$ cat src/rtl/mdu_divider.sv
// Radix-2 restoring divider for DIV/DIVU. Produces LO (quotient) and HI
// (remainder) after WIDTH subtract steps plus one sign-fixup cycle.
module mdu_divider #(
  parameter int unsigned WIDTH = 32
) (
  input  logic             clk,
  input  logic             rst_n,
  input  logic             start,
  input  logic             is_signed,
  input  logic [WIDTH-1:0] dividend,
  input  logic [WIDTH-1:0] divisor,
  input  logic             flush,
  output logic             busy,
  output logic             done,
  output logic [WIDTH-1:0] quotient,
  output logic [WIDTH-1:0] remainder
);

  localparam int unsigned CntW = $clog2(WIDTH);

  typedef enum logic [1:0] {StIdle, StCalc, StFix, StDone} state_e;

  state_e            state_q, state_d;
  logic [WIDTH-1:0]  r_q, r_d;
  logic [WIDTH-1:0]  q_q, q_d;
  logic [WIDTH-1:0]  dvsr_q, dvsr_d;
  logic [CntW-1:0]   cnt_q, cnt_d;
  logic              neg_q_q, neg_q_d;
  logic              neg_r_q, neg_r_d;
  logic [WIDTH-1:0]  quot_q, quot_d;
  logic [WIDTH-1:0]  rem_q, rem_d;

  logic              a_neg, b_neg;
  logic [WIDTH-1:0]  abs_a, abs_b;
  logic [WIDTH:0]    shift_r, trial;

  // Operand magnitudes and the per-step trial subtraction.
  always_comb begin
    a_neg   = is_signed & dividend[WIDTH-1];
    b_neg   = is_signed & divisor[WIDTH-1];
    abs_a   = a_neg ? (~dividend + 1'b1) : dividend;
    abs_b   = b_neg ? (~divisor + 1'b1) : divisor;
    // Partial remainder after shifting in the next dividend bit; the extra
    // bit keeps 2R+1 from overflowing, and trial[WIDTH] is the borrow.
    shift_r = {r_q, q_q[WIDTH-1]};
    trial   = shift_r - {1'b0, dvsr_q};
  end

  // Next-state and datapath update.
  always_comb begin
    state_d = state_q;
    r_d     = r_q;
    q_d     = q_q;
    dvsr_d  = dvsr_q;
    cnt_d   = cnt_q;
    neg_q_d = neg_q_q;
    neg_r_d = neg_r_q;
    quot_d  = quot_q;
    rem_d   = rem_q;

    case (state_q)
      StIdle, StDone: begin
        state_d = StIdle;
        if (start) begin
          if (divisor == '0) begin
            // Divide by zero completes immediately with the raw dividend.
            quot_d  = '1;
            rem_d   = dividend;
            state_d = StDone;
          end else begin
            r_d     = '0;
            q_d     = abs_a;
            dvsr_d  = abs_b;
            neg_q_d = a_neg ^ b_neg;
            neg_r_d = a_neg;
            cnt_d   = CntW'(WIDTH - 1);
            state_d = StCalc;
          end
        end
      end
      StCalc: begin
        if (!trial[WIDTH]) begin
          r_d = trial[WIDTH-1:0];
          q_d = {q_q[WIDTH-2:0], 1'b1};
        end else begin
          r_d = shift_r[WIDTH-1:0];
          q_d = {q_q[WIDTH-2:0], 1'b0};
        end
        if (cnt_q == '0) begin
          state_d = StFix;
        end else begin
          cnt_d = cnt_q - 1'b1;
        end
      end
      StFix: begin
        quot_d  = neg_q_q ? (~q_q + 1'b1) : q_q;
        rem_d   = neg_r_q ? (~r_q + 1'b1) : r_q;
        state_d = StDone;
      end
      default: state_d = StIdle;
    endcase

    // Flush wins over everything and leaves the published result untouched.
    if (flush) begin
      state_d = StIdle;
      r_d     = r_q;
      q_d     = q_q;
      dvsr_d  = dvsr_q;
      cnt_d   = cnt_q;
      neg_q_d = neg_q_q;
      neg_r_d = neg_r_q;
      quot_d  = quot_q;
      rem_d   = rem_q;
    end
  end

  // State and datapath registers.
  always_ff @(posedge clk or negedge rst_n) begin
    if (!rst_n) begin
      state_q <= StIdle;
      r_q     <= '0;
      q_q     <= '0;
      dvsr_q  <= '0;
      cnt_q   <= '0;
      neg_q_q <= 1'b0;
      neg_r_q <= 1'b0;
      quot_q  <= '0;
      rem_q   <= '0;
    end else begin
      state_q <= state_d;
      r_q     <= r_d;
      q_q     <= q_d;
      dvsr_q  <= dvsr_d;
      cnt_q   <= cnt_d;
      neg_q_q <= neg_q_d;
      neg_r_q <= neg_r_d;
      quot_q  <= quot_d;
      rem_q   <= rem_d;
    end
  end

  // Status and result outputs.
  always_comb begin
    busy      = (state_q == StCalc) || (state_q == StFix);
    done      = (state_q == StDone);
    quotient  = quot_q;
    remainder = rem_q;
  end

endmodule
$ cat config.mk
export PLATFORM = sky130hd
export DESIGN_NAME = mdu_divider
export DESIGN_NICKNAME = d
export VERILOG_FILES = /design/src/rtl/mdu_divider.sv
export SDC_FILE = /design/constraint.sdc
export NUM_CORES = 1
export LEC_CHECK = 0
export CAP_MARGIN = 25
export CORE_MARGIN = 5
export CORE_UTILIZATION = 55
export CTS_CLUSTER_SIZE = 24
export DETAILED_ROUTE_END_ITERATION = 8
export PLACE_DENSITY_LB_ADDON = 0.3
export SKIP_LAST_GASP = 1
export SYNTH_ARGS = -nofsm -noshare
export SYNTH_HDL_FRONTEND = slang
export SYNTH_SLANG_ARGS = --single-unit
$ cat constraint.sdc
create_clock -name clk -period 4.2 [get_ports clk]
set_input_delay 0.84 -clock clk [delete_from_list [all_inputs] [get_ports clk]]
set_output_delay 0.84 -clock clk [all_outputs]
set_load 0.02 [all_outputs]
==> results of run 1 <==
## per-stage QoR
| step | power [uW] | area (um^2) | worst slack (ns) |
|---|---|---|---|
| final | 9716 | 13880 | 0.4271 |
| after floorplan | 6404 | 11650 | 0.7893 |
| after CTS | 9702 | 13880 | 0.4706 |
| after detailed placement | 7992 | 13250 | 0.05275 |
| after global placement | 7841 | 13250 | 0.1510 |
| after global routing | 10440 | 13880 | 0.1950 |
## cells in the mapped netlist (8+ instances only)
| cell type | number |
|---|---|
| sky130_fd_sc_hd__a31oi_1 | 36 |
| sky130_fd_sc_hd__nand4_1 | 8 |
| sky130_fd_sc_hd__or3_1 | 17 |
| sky130_fd_sc_hd__o211ai_1 | 18 |
| sky130_fd_sc_hd__xnor2_1 | 59 |
| sky130_fd_sc_hd__nand2_1 | 193 |
| sky130_fd_sc_hd__nor4_1 | 9 |
| sky130_fd_sc_hd__inv_1 | 56 |
| sky130_fd_sc_hd__buf_2 | 16 |
| sky130_fd_sc_hd__mux2i_1 | 37 |
| sky130_fd_sc_hd__a21o_1 | 14 |
| sky130_fd_sc_hd__ha_1 | 41 |
| sky130_fd_sc_hd__buf_4 | 8 |
| sky130_fd_sc_hd__a21oi_1 | 107 |
| sky130_fd_sc_hd__o41ai_1 | 19 |
| sky130_fd_sc_hd__o31ai_1 | 20 |
| sky130_fd_sc_hd__clkbuf_1 | 47 |
| sky130_fd_sc_hd__o21ai_0 | 161 |
| sky130_fd_sc_hd__and2_1 | 8 |
| sky130_fd_sc_hd__nor3_1 | 19 |
| sky130_fd_sc_hd__nand3_1 | 20 |
| sky130_fd_sc_hd__or4_1 | 16 |
| sky130_fd_sc_hd__xor2_1 | 83 |
| sky130_fd_sc_hd__nor2_1 | 136 |
| sky130_fd_sc_hd__dfrtp_1 | 169 |
| sky130_fd_sc_hd__nand2b_1 | 11 |
## registers in the layout (all words and copies together) (netlist names)
| register | cells |
|---|---|
| quotient | 32 |
| neg_r_q | 1 |
| cnt_q | 5 |
| dvsr_q | 32 |
| neg_q_q | 1 |
| r_q | 32 |
| state_q | 2 |
| q_q | 32 |
| remainder | 32 |
## how the worst min path moves through the flow
stage | endpoint | slack [ns] | cells past startpoint
finish | dvsr_q[25] | 0.48 | 2
detailed placement | dvsr_q[25] | 0.47 | 2
CTS | dvsr_q[25] | 0.49 | 2
global placement | dvsr_q[17] | 0.46 | 2
global route | dvsr_q[18] | 0.50 | 2
floorplan | dvsr_q[15] | 0.45 | 2
## metal layers
layer  share of wire [%]  wire, um  vias up
met5                   0         0        -
met4                 2.1       626        0
met3                 6.1      1797       55
met2                  47     13890      331
met1                  45     13130     4943
li1                    -         -     5240
## power groups by stage
stage	sequential (uW)	clock (uW)	combinational (uW)
2_1_floorplan	2980	0	3430
3_3_place_gp	2880	0	4960
3_5_place_dp	2910	0	5080
4_1_cts	2890	1700	5120
5_1_grt	2990	1770	5670
6_report	2890	1690	5140
## final cells by class
| class | count | area, um^2 | share of cell area [%] |
|---|---|---|---|
| clock buffer | 21 | 460.4 | 3.317 |
| timing repair buffer | 157 | 1578 | 11.36 |
| clock inverter | 11 | 168.9 | 1.217 |
| multi-input combinational | 1120 | 6893 | 49.65 |
| sequential | 169 | 4229 | 30.46 |
| tap | 275 | 344.1 | 2.478 |
| inverter | 56 | 210.2 | 1.514 |
## worst max-delay path, cell delays in order
cell	delay, ns
sky130_fd_sc_hd__clkdlybuf4s50_1	0.44
sky130_fd_sc_hd__inv_1	0.09
sky130_fd_sc_hd__ha_1	0.19
sky130_fd_sc_hd__or4b_1	0.47
sky130_fd_sc_hd__or4_1	0.62
sky130_fd_sc_hd__nor3_1	0.21
sky130_fd_sc_hd__and3_1	0.28
sky130_fd_sc_hd__nand3_1	0.19
sky130_fd_sc_hd__a21oi_4	0.21
sky130_fd_sc_hd__buf_12	0.27
sky130_fd_sc_hd__a31oi_1	0.14
## placed cells by master, fill, tap and decap left out, types with 4 or more instances in the layout
| cell type | synthesis | routed |
|---|---|---|
| sky130_fd_sc_hd__nor4_1 | 9 | 9 |
| sky130_fd_sc_hd__xnor2_1 | 59 | 59 |
| sky130_fd_sc_hd__ha_1 | 41 | 39 |
| sky130_fd_sc_hd__nand3_1 | 20 | 20 |
| sky130_fd_sc_hd__a21oi_1 | 107 | 107 |
| sky130_fd_sc_hd__nor2_1 | 136 | 136 |
| sky130_fd_sc_hd__bufinv_16 | 0 | 4 |
| sky130_fd_sc_hd__clkbuf_16 | 0 | 17 |
| sky130_fd_sc_hd__buf_12 | 0 | 5 |
| sky130_fd_sc_hd__o211ai_1 | 18 | 18 |
| sky130_fd_sc_hd__nor3_1 | 19 | 18 |
| sky130_fd_sc_hd__o31a_1 | 4 | 4 |
| sky130_fd_sc_hd__mux2i_1 | 37 | 37 |
| sky130_fd_sc_hd__buf_4 | 8 | 17 |
| sky130_fd_sc_hd__o31ai_1 | 20 | 20 |
| sky130_fd_sc_hd__a221o_1 | 7 | 7 |
| sky130_fd_sc_hd__o21ai_0 | 161 | 161 |
| sky130_fd_sc_hd__nand2_1 | 193 | 193 |
| sky130_fd_sc_hd__and2_1 | 8 | 8 |
| sky130_fd_sc_hd__or3_1 | 17 | 15 |
| sky130_fd_sc_hd__nor4b_1 | 4 | 4 |
| sky130_fd_sc_hd__nor3b_1 | 4 | 4 |
| sky130_fd_sc_hd__dfrtp_1 | 169 | 169 |
| sky130_fd_sc_hd__a21o_1 | 14 | 14 |
| sky130_fd_sc_hd__clkdlybuf4s50_1 | 0 | 133 |
| sky130_fd_sc_hd__or4_1 | 16 | 16 |
| sky130_fd_sc_hd__nor2b_1 | 7 | 7 |
| sky130_fd_sc_hd__o41ai_1 | 19 | 19 |
| sky130_fd_sc_hd__nand2b_1 | 11 | 11 |
| sky130_fd_sc_hd__o21a_1 | 7 | 7 |
| sky130_fd_sc_hd__nand4_1 | 8 | 8 |
| sky130_fd_sc_hd__inv_1 | 56 | 56 |
| sky130_fd_sc_hd__a31oi_1 | 36 | 36 |
| sky130_fd_sc_hd__and3_1 | 7 | 7 |
| sky130_fd_sc_hd__xor2_1 | 83 | 83 |
## logic make-up (layout without fill, tap and decap cells)
logic type      after synthesis  in the layout  share of synthesized area (%)
compound gates              423            423                          21.77
xor+xnor                    142            142                          10.68
fa+ha+maj                    42             42                          4.576
buf+inv                     132            245                          4.694
flops                       169            169                          36.31
mux                          38             38                          3.276
simple gates                475            475                          18.70
==> impl_summary.md, run 1 <==
Cells and area
The filler cells instantiated in the layout total 1745. The final core area utilization is 66.25%. The non-filler instance count after layout is 1809.

The proportion of layout cells with a drive suffix above 1 is 4.824%. For this run, the post-layout net count is 1632. The diode insertion count for antenna repair is 0. The area added between synthesis and finish is 19.18%.

Place
The quantity of I/O buffers inserted on ports is 134. The count of placed standard cells including taps is 1776. The HPWL after detailed placement is 21870 um.

The placer's final routability congestion estimate is 0.9349.

Logic synthesis
A synthesized cell averages 8.198 um^2. The flip-flop and latch count after synthesis is 169. Counting every instance in the synthesized netlist gives 1421.

The proportion of synthesized flip-flops having asynchronous set or reset is 100.0%. Of the synthesized area, sequential elements account for 36.31%. The number of enable flip-flop cells after synthesis is 0. The total of warnings raised by yosys is 0. After synthesis the cells add up to 11650 um^2.

The synthesized design spends more area on one cell type than any other, namely sky130_fd_sc_hd__dfrtp_1. The netlist uses 68 different library cells. The net count of the mapped netlist is 1532.

Sorting the synthesized cells by area gives the leading types as sky130_fd_sc_hd__dfrtp_1 (36%), sky130_fd_sc_hd__o21ai_0 (6.9%), sky130_fd_sc_hd__xor2_1 (6.2%). The portion of synthesized cell area occupied by the leading cell type is 36.31%. The predominant post-synthesis flop cell is sky130_fd_sc_hd__dfrtp_1.

STA
The worst hold slack across all endpoints is 0.4811 ns. The worst pin sits at a relative slew slack of 36.59%. The hold violation count in the final report is 0. The total negative setup slack is 0 ns. The highest clock rate is 265.0 MHz. The worst setup skew after layout is 0.01466 ns. The number of setup violations in the final report is 0. The count of pins over their slew limit is 0. The routed design could run at a clock period as short as 3.773 ns.

Setup repair after global routing left no endpoint under its margin. The slew at the pin closest to its max-slew limit is 0.9511 ns. The share of the clock period used by the worst path is 89.83%.

Global route
For this run, global-route usage on met2 was measured as 40.00%. The first-pass GRT wire length is 48570 um. The layer flagged by global routing as most heavily used is met2. For this run the aggregate overflow at the end of global routing stands at 0. The combined global-route utilization of all metal layers is 24.21%. The met1 routing resource usage after global routing is 33.01%. Entering global routing, the biggest net connects 98 pins. The via count of the first global-routing pass came to 9898. The global-route track usage on met3 is 3.329%. The initial antenna violation count is 0.

Worst setup path
The worst path required time is 4.45 ns. The register-to-register setup slack is 0.54 ns. STA classifies the critical path startpoint as an input pin.

The endpoint of the worst-slack reg-to-reg timing path is r_q[29]. STA classifies the critical path endpoint as a flip-flop. The worst setup path is of the in -> reg kind. The signal arrival time at the worst endpoint is 4.03 ns. Along the worst path, the maximum fanout reaches 69. The most critical setup path has its endpoint at quotient[4]. For the worst flop-to-flop path, the logic depth is 13.

The critical register-to-register path startpoint is q_q[31]. The worst setup path startpoint is divisor[0].

Detailed routing
For this run, the detailed router's first-pass iteration total came to 5. After detailed routing, the average wire length per cell comes to 16.28 um. The remaining design rule violation count is 0. After detailed routing, the number of vias per cell comes to 5.842. Across all layers, the routed design uses 10.57k vias.

The number of antenna-violating nets in the routed design is 0. For this block, the initial DRC count from the detailed router was 718. The overall routed net length is 29450 um.

Clock network
The CTS tree is done. The tree is rooted in a sky130_fd_sc_hd__clkbuf_16. Clock-pin slew was measured on the worst setup and hold paths at 0.06 ns. Buffers inserted to repair hold after CTS numbered 0. After clock tree synthesis, the setup repair step added 0 buffers. The deepest level of the CTS H-tree is 4. The TritonCTS sink count is 169. The clock passes through at most 2 buffers.

The total of cells resized after clock tree synthesis is 0. In this run, CTS created clock tree buffers numbering 17. The latest clock arrival within the worst-skew pair is 0.44 ns.

Die
The effective utilization at floorplan is 55.59%. The area of the placeable core is 20960 um^2. The die span in y is 155.5 um. The total number of placement rows is 53. The die span in x is 155.5 um. The die covers 24190 um^2. The I/O pin count is 135.

Min path
The classification of the worst-slack hold path is reg -> reg. The worst hold path begins at dvsr_q[25].

Pwr
In this run, the combinational gates consume 52.9% of the power. The cell-internal power is 5428 uW. For this design the static power due to leakage is 0.005978 uW. The worst voltage drop across the vdd grid is 0.4100 mV. The switching share of power is 44.13%. Of the total power, registers draw 29.8%. The clock network burns 17.4% of the power. The switching component of the power is 4288 uW. The total power per unit cell area is 699.9 nW/um^2.

Run status
The flow ran to the end, and the final reports show no timing, DRC or antenna violations.

Run
Across the run, the number of max-cap violations was 0.
(Power assumes the default switching activity.)
==> inputs of run 2 (changes only) <==
--- a/config.mk
+++ b/config.mk
@@ -6,6 +6,7 @@
 export NUM_CORES = 1
 export LEC_CHECK = 0
 export CAP_MARGIN = 25
+export CORE_ASPECT_RATIO = 1.4
 export CORE_MARGIN = 5
 export CORE_UTILIZATION = 55
 export CTS_CLUSTER_SIZE = 24
==> impl_summary.md, run 2 (synthesis gave the netlist of run 1 again) <==
Detailed routing
The number of iterations in the first detailed-routing pass is 5 (unchanged). The wire length per cell was 16.46 um (+1.1%). The overall routed net length is 29590 um (+0.47%). The number of antenna-violating nets in the routed design came to 0 (unchanged). The violation count after the first detailed-route iteration is 810 (+13%). The vias after detailed routing is 10.49k (-0.72%).

The post-detailed-route via-to-cell ratio is 5.836 (-0.11%). The remaining design rule violation count is 0 (unchanged).

Clock network
The buffer levels on the longest clock path came to 2 (unchanged). The number of buffers inserted by hold repair at cts is 0 (unchanged). The deepest level of the CTS H-tree is 4 (unchanged). Clock tree synthesis selected as its root buffer the cell sky130_fd_sc_hd__clkbuf_16. The number of CTS-inserted buffers is 17 (unchanged). The clock transition at the registers of the reported paths is 0.07 ns (about the same).

The TritonCTS sink count was 169 (unchanged). The CTS tree is done. The latest clock arrival within the worst-skew pair is 0.44 ns (about the same).

The number of buffers inserted by post-CTS setup repair is 0 (unchanged). The total of cells resized after clock tree synthesis is 0 (unchanged).

Global route
The met2 routing resource usage after global routing is 44.06% (+4.1 points). The combined global-route utilization of all metal layers was 24.60% (+0.39 points). The met1 routing resource usage after global routing is 29.53% (-3.5 points).

The initial antenna violation count is 0 (unchanged). The total overflow reported by the global router is 0 (unchanged). The global-route track usage on met3 came to 3.309% (-0.019 points). The pin count of the biggest net entering global routing was 93 (-5.1%). The via count of the first global-routing pass was 10.07k (+1.8%). The most used routing layer is met2. The first-pass GRT wire length is 49150 um (+1.2%).

Cells and area
The area added between synthesis and finish is 19.24% (about the same). In the layout the commonest cells are sky130_fd_sc_hd__nand2_1 (193), sky130_fd_sc_hd__dfrtp_1 (169), sky130_fd_sc_hd__o21ai_0 (161), sky130_fd_sc_hd__nor2_1 (136), sky130_fd_sc_hd__clkdlybuf4s50_1 (133). Leaving out fill and tap cells, the most frequent cell in the layout is sky130_fd_sc_hd__nand2_1.

The net total in the final layout is 1636 (+0.25%). The diode insertion count for antenna repair came to 0 (unchanged). The proportion of layout cells with a drive suffix above 1 is 5.137% (+0.31 points).

Place
The pre-CTS setup slack was 0.05245 ns (-0.0003064 ns). The quantity of I/O buffers inserted on ports is 134 (unchanged). The estimated wirelength of the detail-placed design is 22500 um (+2.9%). The placer's final routability congestion estimate came to 0.9224 (-1.3%).

STA
Setup repair after global routing left no endpoint under its margin. The hold violation count in the final report was 0 (unchanged). The slew at the pin closest to its max-slew limit was 0.9498 ns (-0.001392 ns). The slack of the critical path was 0.3945 ns (-0.03264 ns). The tightest slew margin relative to the limit is 36.68% (+0.093 points). The time the final worst path needs with I/O delays and setup is 3.806 ns (+0.03264 ns). The total negative setup slack was 0 ns (unchanged). The count of pins over their slew limit is 0 (unchanged). The worst setup skew after layout came to 0.01448 ns (-0.0001748 ns). The share of the clock period used by the worst path was 90.61% (+0.78 points). The highest clock rate is 262.8 MHz (-0.86%).

The number of setup violations in the final report was 0 (unchanged).

Worst setup path
By startpoint and endpoint, the worst setup path is classified as reg -> reg. The worst path required time is 4.52 ns (+0.07 ns). The type of destination of the critical path is a flip-flop. The kind of start point of the critical path is a flip-flop. The largest fanout of any net on the critical path is 7 (-90%). The signal arrival time at the worst endpoint is 4.12 ns (+0.09 ns).

Min path
The classification of the worst-slack hold path is in -> async.

Die
The effective utilization at floorplan is 55.35% (-0.24 points). The die span in y is 182.2 um (+17%). The die span in x is 133.0 um (-14%). The I/O pin count is 135 (unchanged).

The die area came to 24230 um^2 (+0.17%). The area of the placeable core is 21050 um^2 (+0.44%). The total number of placement rows is 63 (+19%).

Pwr
The switching share of power is 44.38% (+0.25 points). The cell-internal power was 5389 uW (-0.72%). The proportion of power drawn by flip-flops and latches was 29.3% (-0.5 points).

The switching component of the power is 4300 uW (+0.28%). The static leakage is 0.005983 uW (about the same). The share of total power in the clock network is 17.0% (-0.4 points).

The relative contribution of combinational cells to total power is 53.7% (+0.8 points). The worst voltage drop across the vdd grid was 0.3291 mV (-20%). The total power per unit cell area is 697.6 nW/um^2 (-0.33%).

Run
The number of max-cap violations is 0 (unchanged).

Run status
The flow ran to the end, and the final reports show no timing, DRC or antenna violations.
run 2: cell types whose count changed in the layout (fill, tap and decap cells not counted), moves of 2 or more:
cell and change:
sky130_fd_sc_hd__inv_6 +3, sky130_fd_sc_hd__clkinv_2 -3, sky130_fd_sc_hd__clkinvlp_4 +2, sky130_fd_sc_hd__buf_4 +3
sky130_fd_sc_hd__clkbuf_8 -2
run 2: final timing paths:
| path | slack [ns] | endpoint | startpoint | cells past startpoint |
|---|---|---|---|---|
| worst max-delay path | 0.39 | r_q[28] | r_q[5] | 10 |
| worst min-delay path | 0.45 | quotient[4] | rst_n | 1 |
| worst max register to register | 0.39 | r_q[28] | r_q[5] | 10 |
| worst min register to register | 0.48 | dvsr_q[29] | dvsr_q[29] | 2 |
| max in group asynchronous | 2.87 | r_q[15] | rst_n | 2 |
| min in group clk | 0.48 | dvsr_q[29] | dvsr_q[29] | 2 |
run 2: critical path, stage by stage (launching register included):
cell and delay (ns):
sky130_fd_sc_hd__dfrtp_1 0.48, sky130_fd_sc_hd__ha_1 0.42, sky130_fd_sc_hd__o21a_1 0.21, sky130_fd_sc_hd__o211ai_1 0.19
sky130_fd_sc_hd__a211oi_1 0.11, sky130_fd_sc_hd__nor4b_1 0.55, sky130_fd_sc_hd__o21ai_0 0.29, sky130_fd_sc_hd__o311ai_0 0.54
sky130_fd_sc_hd__o211a_1 0.39, sky130_fd_sc_hd__nor2_1 0.17, sky130_fd_sc_hd__a221o_1 0.34
run 2: final cells by class:
cell class	count	area, um^2
Timing Repair Buffer	161	1618
Tap cell	260	325.3
Clock inverter	14	185.2
Sequential cell	169	4229
Clock buffer	18	429.2
Fill cell	1749	7157
Multi-Input combinational cell	1120	6893
Inverter	56	210.2
run 2: per-stage QoR:
step           cells  area [um^2]  power [uW]  hold slack [ns]  utilization [%]
2_1_floorplan   1421        11650        6404           0.4498                -
3_3_place_gp    1765        13270        7932           0.4616            63.05
3_5_place_dp    1766        13280        8059           0.4678            63.08
4_1_cts         1798        13890        9730           0.4861            65.99
5_1_grt         1798        13890       10450           0.5073            65.99
6_report        1798        13890        9689           0.4546            65.99
run 2: metal layers:
layer / up-vias / wire (um)
met5: - / 0
met4: 0 / 941
met3: 65 / 1293
met2: 267 / 15130
met1: 4923 / 12220
li1: 5238 / -
run 2: power groups by stage:
| stage | logic, uW | registers [uW] | clock network [uW] |
|---|---|---|---|
| 2_1_floorplan | 3430 | 2980 | 0 |
| 6_report | 5200 | 2840 | 1650 |
| 3_3_place_gp | 5090 | 2840 | 0 |
| 3_5_place_dp | 5190 | 2870 | 0 |
| 4_1_cts | 5220 | 2840 | 1670 |
| 5_1_grt | 5770 | 2940 | 1740 |
==> edit, RTL diff (config.mk and constraints of run 1) <==
`WIDTH`: 32 -> 64.
--- a/src/rtl/mdu_divider.sv
+++ b/src/rtl/mdu_divider.sv
@@ -1,7 +1,7 @@
 // Radix-2 restoring divider for DIV/DIVU. Produces LO (quotient) and HI
 // (remainder) after WIDTH subtract steps plus one sign-fixup cycle.
 module mdu_divider #(
-  parameter int unsigned WIDTH = 32
+  parameter int unsigned WIDTH = 64
 ) (
   input  logic             clk,
   input  logic             rst_n,
Ports: changed (resized dividend, divisor, quotient and remainder); port bits go from 135 to 263. No check against the original RTL was run, so the function may have changed too.
==> edit against run 1 <==
  * Sequential cell count up 161
  * Routed wire length grew 140%
  * Worst setup slack got worse by 0.37 ns
  * Clock skew shrank 0.0044 ns
  * Synthesized cell count rose by 110%
  * Register-to-register slack worse by 0.34 ns
  * Total power rose by 140%
  * Critical path depth up 2
  * Area after synthesis grew 97%
  * Cell count increased by 110%
  * Cell area rose by 110%
  * Largest cell class unchanged
  * Clock power rose by 100%
  * Utilization rose by 3.6 points
==> edit: results (changes against run 1) <==
Outcome
  – Status: finished clean

Yosys
  – Synth cell count leaders: nand2_1 (405), o21ai_0 (371), dfrtp_1 (330), a21oi_1 (323), nor2_1 (281)
  – Area contributors post-synth: dfrtp_1 (36%), o21ai_0 (8.1%), xor2_1 (7.6%)
  – Compound-cell area share of the yosys netlist: 23.0% (+1.2 points)
  – Distinct cells, synth: 73 (+7.4%)
  – Mux cell area share after synthesis: 1.35% (-1.9 points)

Place
  – Port bufs: 262 (+96%)

Worst setup path
  – Worst setup startpoint: dividend[12]
  – Worst reg2reg startpoint: r_q[15]
  – Worst reg2reg setup slack: 0.20 ns (-0.34 ns)
  – CP max FO: 4 (-94%)
  – Worst r2r path cells: 11 (-2)
  – Arrival time worst endpoint: 4.58 ns (+0.55 ns)
  – Endpoint of the worst register-to-register path: remainder[62]

GRT
  – First-pass GRT wire length: 114000 um (+130%)
  – Largest net degree at the start of global routing: 133 (+36%)
  – Initial antenna violation count: 3 (+3)
  – Gr usage total: 29.5% (+5.3 points)

Clock network
  – Clock sink count: 330 (+95%)
  – Num CTS Buffers: 38 (+21)
  – Max Root-Sink Buffers: 3 (+1)
  – H-tree depth: 2 (-2)

Cells and area
  – Invs w/o clock: 110 (+96%)
  – Clock network area share: 4.53% (about the same)
  – Fillers: 3313 (+90%)
  – Fraction of area in registers: 28.7% (-1.7 points)

Hold path
  – Hold crit path type: input port to asynchronous set/reset pin

Timing
  – Clock Skews: 0.0102 ns (-0.00441 ns)

Pwr
  – Static leakage: 12.4 nW (+110%)
  – Maximum VDD drop: 424 uV (+3.5%)

Drt
  – TritonRoute pass-1 iters: 7 (+2)
[edit: stage by stage]
stage / power [W] / setup slack [ns] / instances / cell area [um2] / hold WS [ns]
5_1_grt: 0.0247 / -0.0873 / 3813 / 28700 / 0.483
3_5_place_dp: 0.0192 / -0.638 / 3739 / 27300 / 0.460
3_3_place_gp: 0.0188 / -0.567 / 3738 / 27300 / 0.455
6_report: 0.0229 / 0.0609 / 3814 / 28700 / 0.417
2_1_floorplan: 0.0145 / 0.0421 / 2923 / 23000 / 0.450
4_1_cts: 0.0228 / 0.0164 / 3809 / 28600 / 0.438
[edit: layer usage]
| metal | vias to the layer above | track usage [%] | part of all wire (%) |
|---|---|---|---|
| met3 | 131 | 4.60 | 6.1 |
| met1 | 10500 | 41.4 | 45 |
| met5 | - | 0 | 0 |
| met4 | 0 | 7.69 | 2.4 |
| met2 | 771 | 48.3 | 47 |
| li1 | 10900 | - | - |
[edit: kinds of logic after synthesis]
family / Yosys count
xor gates and xnor gates: 302
adders and majority gates: 74
and+or+nand+nor: 980
muxes: 31
AOI/OAI and AO/OA: 925
DFF: 330
buffers and inverters: 281
[edit: repair_timing]
item | CTS | global route
setup endpoints to repair | 1 | 66
cloned | 0 | 1
resized for setup | 1 | 13
setup buffers | 0 | 1
pin swaps | 0 | 3
[edit: worst max-delay path, stage by stage]
cell and delay [ns]:
clkdlybuf4s50_1 0.46, or4_4 0.58, or4_4 0.44, or4b_4 0.53, or4b_4 0.57, nor3_4 0.17, nand2_2 0.13, buf_4 0.21
o31ai_2 0.23, xor2_1 0.17, nor2_1 0.05, a21oi_1 0.12, o21ai_0 0.08
[edit: where the power goes]
group	internal, W	switching, W
logic	0.00559	0.00818
clock network	0.00203	0.00140
registers	0.00439	0.00132
